`config.mk`:
```
export PLATFORM = sky130hd
export DESIGN_NAME = mult_share_sched
export DESIGN_NICKNAME = d
export VERILOG_FILES = /design/src/rtl/mult_share_sched.sv
export SDC_FILE = /design/constraint.sdc
export NUM_CORES = 1
export LEC_CHECK = 0
export ABC_AREA = 1
export CORE_UTILIZATION = 40
export CTS_CLUSTER_SIZE = 20
export DETAILED_ROUTE_END_ITERATION = 10
export PLACE_DENSITY = 0.78
export REMOVE_ABC_BUFFERS = 1
export SETUP_SLACK_MARGIN = 0.15
export SYNTH_ARGS = -nofsm -noshare
export SYNTH_HDL_FRONTEND = slang
export SYNTH_SLANG_ARGS = --single-unit
```
`constraint.sdc`:
```
create_clock -name clk -period 2.8 [get_ports clk]
set_input_delay 0.56 -clock clk [delete_from_list [all_inputs] [get_ports clk]]
set_output_delay 0.56 -clock clk [all_outputs]
set_load 0.05 [all_outputs]
```
`src/rtl/mult_share_sched.sv`:
```
// mult_share_sched: round-robin scheduler that time-shares one external
// combinational multiplier among NREQ requesters. Two-stage pipeline:
// operand stage (drives the multiplier) and result stage (response channel).
module mult_share_sched #(
   parameter int NREQ = 4,
   parameter int W    = 4,
   parameter int ID_W = 2
) (
   input  logic              clk,
   input  logic              rst_n,
   input  logic [NREQ-1:0]   req_valid,
   input  logic [NREQ*W-1:0] req_x,
   input  logic [NREQ*W-1:0] req_y,
   output logic [NREQ-1:0]   req_ready,
   output logic [W-1:0]      mul_x,
   output logic [W-1:0]      mul_y,
   input  logic [2*W-1:0]    mul_o,
   output logic              rsp_valid,
   input  logic              rsp_ready,
   output logic [ID_W-1:0]   rsp_id,
   output logic [2*W-1:0]    rsp_prod,
   output logic              idle
);

   // operand stage
   logic              r_op_v;
   logic [W-1:0]      r_op_x;
   logic [W-1:0]      r_op_y;
   logic [ID_W-1:0]   r_op_id;
   // result stage
   logic              r_res_v;
   logic [2*W-1:0]    r_res_prod;
   logic [ID_W-1:0]   r_res_id;
   // round-robin pointer: index searched first
   logic [ID_W-1:0]   r_ptr;

   logic              w_res_free;
   logic              w_op_free;
   logic              w_accept;
   logic              w_advance;
   logic              w_found;
   logic [ID_W-1:0]   w_win;
   logic [ID_W-1:0]   w_idx;
   logic [W-1:0]      w_sel_x;
   logic [W-1:0]      w_sel_y;

   // A stage can take new data when empty or when its content leaves this cycle
   assign w_res_free = !r_res_v || rsp_ready;
   assign w_op_free  = !r_op_v || w_res_free;
   assign w_accept   = w_found && w_op_free;
   assign w_advance  = r_op_v && w_res_free;

   // Round-robin search from r_ptr; index arithmetic wraps because NREQ is 2**ID_W
   always_comb begin
      w_found = 1'b0;
      w_win   = '0;
      w_idx   = '0;
      w_sel_x = '0;
      w_sel_y = '0;
      for (int k = 0; k < NREQ; k++) begin
         w_idx = r_ptr + ID_W'(k);
         if (!w_found && req_valid[w_idx]) begin
            w_found = 1'b1;
            w_win   = w_idx;
            w_sel_x = req_x[int'(w_idx)*W +: W];
            w_sel_y = req_y[int'(w_idx)*W +: W];
         end
      end
   end

   // One-hot grant, only when the operand stage can accept
   always_comb begin
      req_ready = '0;
      if (w_accept) begin
         req_ready[w_win] = 1'b1;
      end
   end

   // Operand stage and pointer: load winner, otherwise drain when it advances
   always_ff @(posedge clk or negedge rst_n) begin
      if (!rst_n) begin
         r_op_v  <= 1'b0;
         r_op_x  <= '0;
         r_op_y  <= '0;
         r_op_id <= '0;
         r_ptr   <= '0;
      end else if (w_accept) begin
         r_op_v  <= 1'b1;
         r_op_x  <= w_sel_x;
         r_op_y  <= w_sel_y;
         r_op_id <= w_win;
         r_ptr   <= w_win + ID_W'(1);
      end else if (w_advance) begin
         r_op_v  <= 1'b0;
      end
   end

   // Result stage: capture the multiplier output, clear once consumed
   always_ff @(posedge clk or negedge rst_n) begin
      if (!rst_n) begin
         r_res_v    <= 1'b0;
         r_res_prod <= '0;
         r_res_id   <= '0;
      end else if (w_advance) begin
         r_res_v    <= 1'b1;
         r_res_prod <= mul_o;
         r_res_id   <= r_op_id;
      end else if (rsp_ready) begin
         r_res_v    <= 1'b0;
      end
   end

   // Multiplier operands come straight from the operand registers
   assign mul_x     = r_op_x;
   assign mul_y     = r_op_y;
   assign rsp_valid = r_res_v;
   assign rsp_prod  = r_res_prod;
   assign rsp_id    = r_res_id;
   assign idle      = !r_op_v && !r_res_v;

endmodule

```
==> out/results.md, run 1 <==
Final layout
* 483 — total of fill cells in the finished design
* nand2_1 — most common cell after layout, fill and taps aside
* 498 — Final nets
* 20.9% — fraction of layout instances using a drive strength above 1
* nand2_1, clkdlybuf4s50_1, o21ai_0, nor2_1, inv_1 — commonest cells after routing, fill and taps aside
* 47.8% — Area growth, synth to finish
* 0 — number of antenna repair diodes

GRT
* 2,365 — via count of the first global-routing pass
* 10.2 mm — wire length of the first global-routing pass
* 0 — GRT overflow
* 37 — largest net degree at the start of global routing
* 0 — initial antenna violation count
* 20.7% — Overall Global Routing Usage

Detailed routing
* 6.29 mm — Final Routed Wirelength
* 206 microns — detailed-routed wire length on met3
* 12.1 microns — post-DR wirelength/cell
* 0 — post-route antenna net violation count
* 4 — 1st-pass router iterations
* 0 — post-detailed-route DRC marker count
* 2.66 mm — wire length on met1
* 4.98 — Vias per Instance
* 3.33 mm — metal2 WL
* 131 — iteration-0 DRC count of the detailed router
* met4 — uppermost layer routed
* 2,589 — Vias

STA
* false — setup repair after global routing missed its margin
* 0 — Hold Vio Cnt, Final
* 10.7 ps — worst clock skew
* 389 MHz — maximum clock frequency
* 64.8% — worst max-slew margin expressed relative to the limit
* 526 ps — slew at the pin closest to its max-slew limit
* 2570 ps — clock period minus worst slack
* 0 ps — setup TNS
* 91.7% — final clock period utilization by the worst path
* 0 — number of setup violations in the final report
* 0 — number of max-slew violations in the final report

Worst setup path
* 2010 ps — arrival time at the worst endpoint
* flip-flop to primary output — kind of critical path
* 8 — maximum fanout count along the critical path
* primary output — endpoint kind of the worst setup timing path
* flip-flop — sort of element at the start of the critical path
* 2240 ps — Worst EP required

Die
* 26 — number of placement rows
* 71 — # IOs
* 77.1 microns — die extent in y
* 77.1 microns — DIE WIDTH
* 0.00527 sq mm — total core area
* 0.00594 sq mm — Die Footprint
* 42.8% — Initial Utilization

Flow run
* 0 — Maximum Capacitance Violations

Synthesis
* 26.6% — sequential cell area fraction in the yosys report
* 368 — post-synthesis instance total
* 6.13 sq um — average footprint of a synthesized cell
* 0 — synth warn
* 25 — post-synthesis cell type count
* 0.00225 sq mm — mapped cell area
* 24 — synthesis-stage register bit count

Clocking
* 90 ps — Clock Pin Slew Worst Setup and Hold Paths
* yes — clock tree from TritonCTS
* 270 ps — later-pin clock latency in the skew report
* 24 — sink count of the clock tree
* 3 — TritonCTS Buffers
* clkbuf_8 — buffer type at the clock tree root
* 2 — number of buffers on the longest clock path
* 1 — number of H-tree levels

Place
* 70 — port buffer count
* 0.861 — Placer Congestion
* 4.53 mm — DP Wirelength

Run status
* completed — outcome

Min path
* flip-flop to flip-flop — Hold Crit Class

-- per-layer routing --
layer | up-vias | global-route usage [%]
li1 | 1337 | -
met1 | 1179 | 24.0
met2 | 65 | 40.8
met3 | 8 | 2.50
met4 | 0 | 3.21
met5 | - | 0
-- layout make-up --
cell class                 instances  area (sq um)  share of cell area, %
clock buffer                       3          41.3                   1.24
sequential                        24           603                   18.1
tap                               70          87.6                   2.63
clock inverter                     1          30.0                  0.901
multi-input combinational        285          1460                   43.8
timing repair buffer              99           962                   28.9
inverter                          38           148                   4.43
-- sequential cells by signal, summed over array words and instances (netlist names) --
signal	flops
rsp_id	2
mul_y	4
r_ptr	2
rsp_prod	8
r_op_v	1
rsp_valid	1
mul_x	4
r_op_id	2
-- cell usage after synthesis --
cell	number	share of area, %
a21oi_1	1	0.22
and2_1	1	0.28
buf_2	6	1.3
buf_4	4	1.3
buf_6	5	2.5
clkbuf_1	6	1.0
dfrtp_1	24	27
inv_1	33	5.5
inv_2	5	0.83
mux2_2	9	4.5
nand2_1	125	21
nand2_2	8	2.2
nand2_4	2	1.0
nand3_1	8	1.8
nand3_2	3	1.3
nand3b_1	8	2.7
nand4_1	9	2.5
nor2_1	39	6.5
nor2_2	1	0.28
nor2_4	1	0.50
nor3_4	1	0.72
o21a_1	1	0.33
o21ai_0	49	11
o21ai_1	18	4.0
o21ai_2	1	0.39
-- timing repair --
action,4_1_cts,5_1_grt
hold buffers,0,0
endpoints found under the setup margin,4,4
gates resized for setup,16,26
setup buffers,4,11
pin swaps,5,11
hold endpoints to repair,0,0
-- worst max-delay path: stages, from the launching register on --
cell and delay, ps:
dfrtp_2 500, buf_4 170, nand2_4 60, nand2_4 60, nand2_2 100, nand2_4 70, nor2_4 170, nand3_2 90
nand2_2 90, nand2_4 80, inv_2 60, nand2_1 70, inv_1 70, buf_6 150
-- final timing paths --
check | cells after the start | slack [ps] | startpoint | endpoint
max | 13 | 230 | r_ptr[0] | req_ready[1]
min | 2 | 480 | mul_y[1] | mul_y[1]
max reg2reg | 14 | 710 | r_ptr[0] | mul_x[1]
min reg2reg | 2 | 480 | mul_y[1] | mul_y[1]
max in group asynchronous | 2 | 1890 | rst_n | r_ptr[1]
min in group asynchronous | 2 | 660 | rst_n | rsp_prod[5]
-- through the flow --
stage | std cells | hold WS, ps | util [%] | setup slack [ps] | instance area [sq um]
6_report | 520 | 485 | 63.2 | 232 | 3330
5_1_grt | 520 | 516 | 63.2 | 102 | 3330
4_1_cts | 509 | 495 | 60.3 | 134 | 3180
3_5_place_dp | 501 | 470 | 57.4 | 12.6 | 3030
3_3_place_gp | 501 | 466 | 57.4 | 64.3 | 3030
2_1_floorplan | 347 | 264 | - | -1050 | 2120
-- kinds of logic (layout without fill, tap and decap cells) --
family	Yosys count	after routing	share of synthesized area, %
compound gates	70	70	15.8
buf+inv	59	141	12.5
flops	24	24	26.6
mux	9	9	4.50
simple gates	206	206	40.6
Power of run 1 is not shown: default switching activity piles up to over one toggle a cycle in this logic, so the estimate is an artifact.
==> run 2, diff against run 1 <==
- SKIP_LAST_GASP: not set -> 1
==> results of run 2 <==
No change in the layout: final DEF, timing and power equal those of run 1.
Power of run 2 is left out for the same reason.
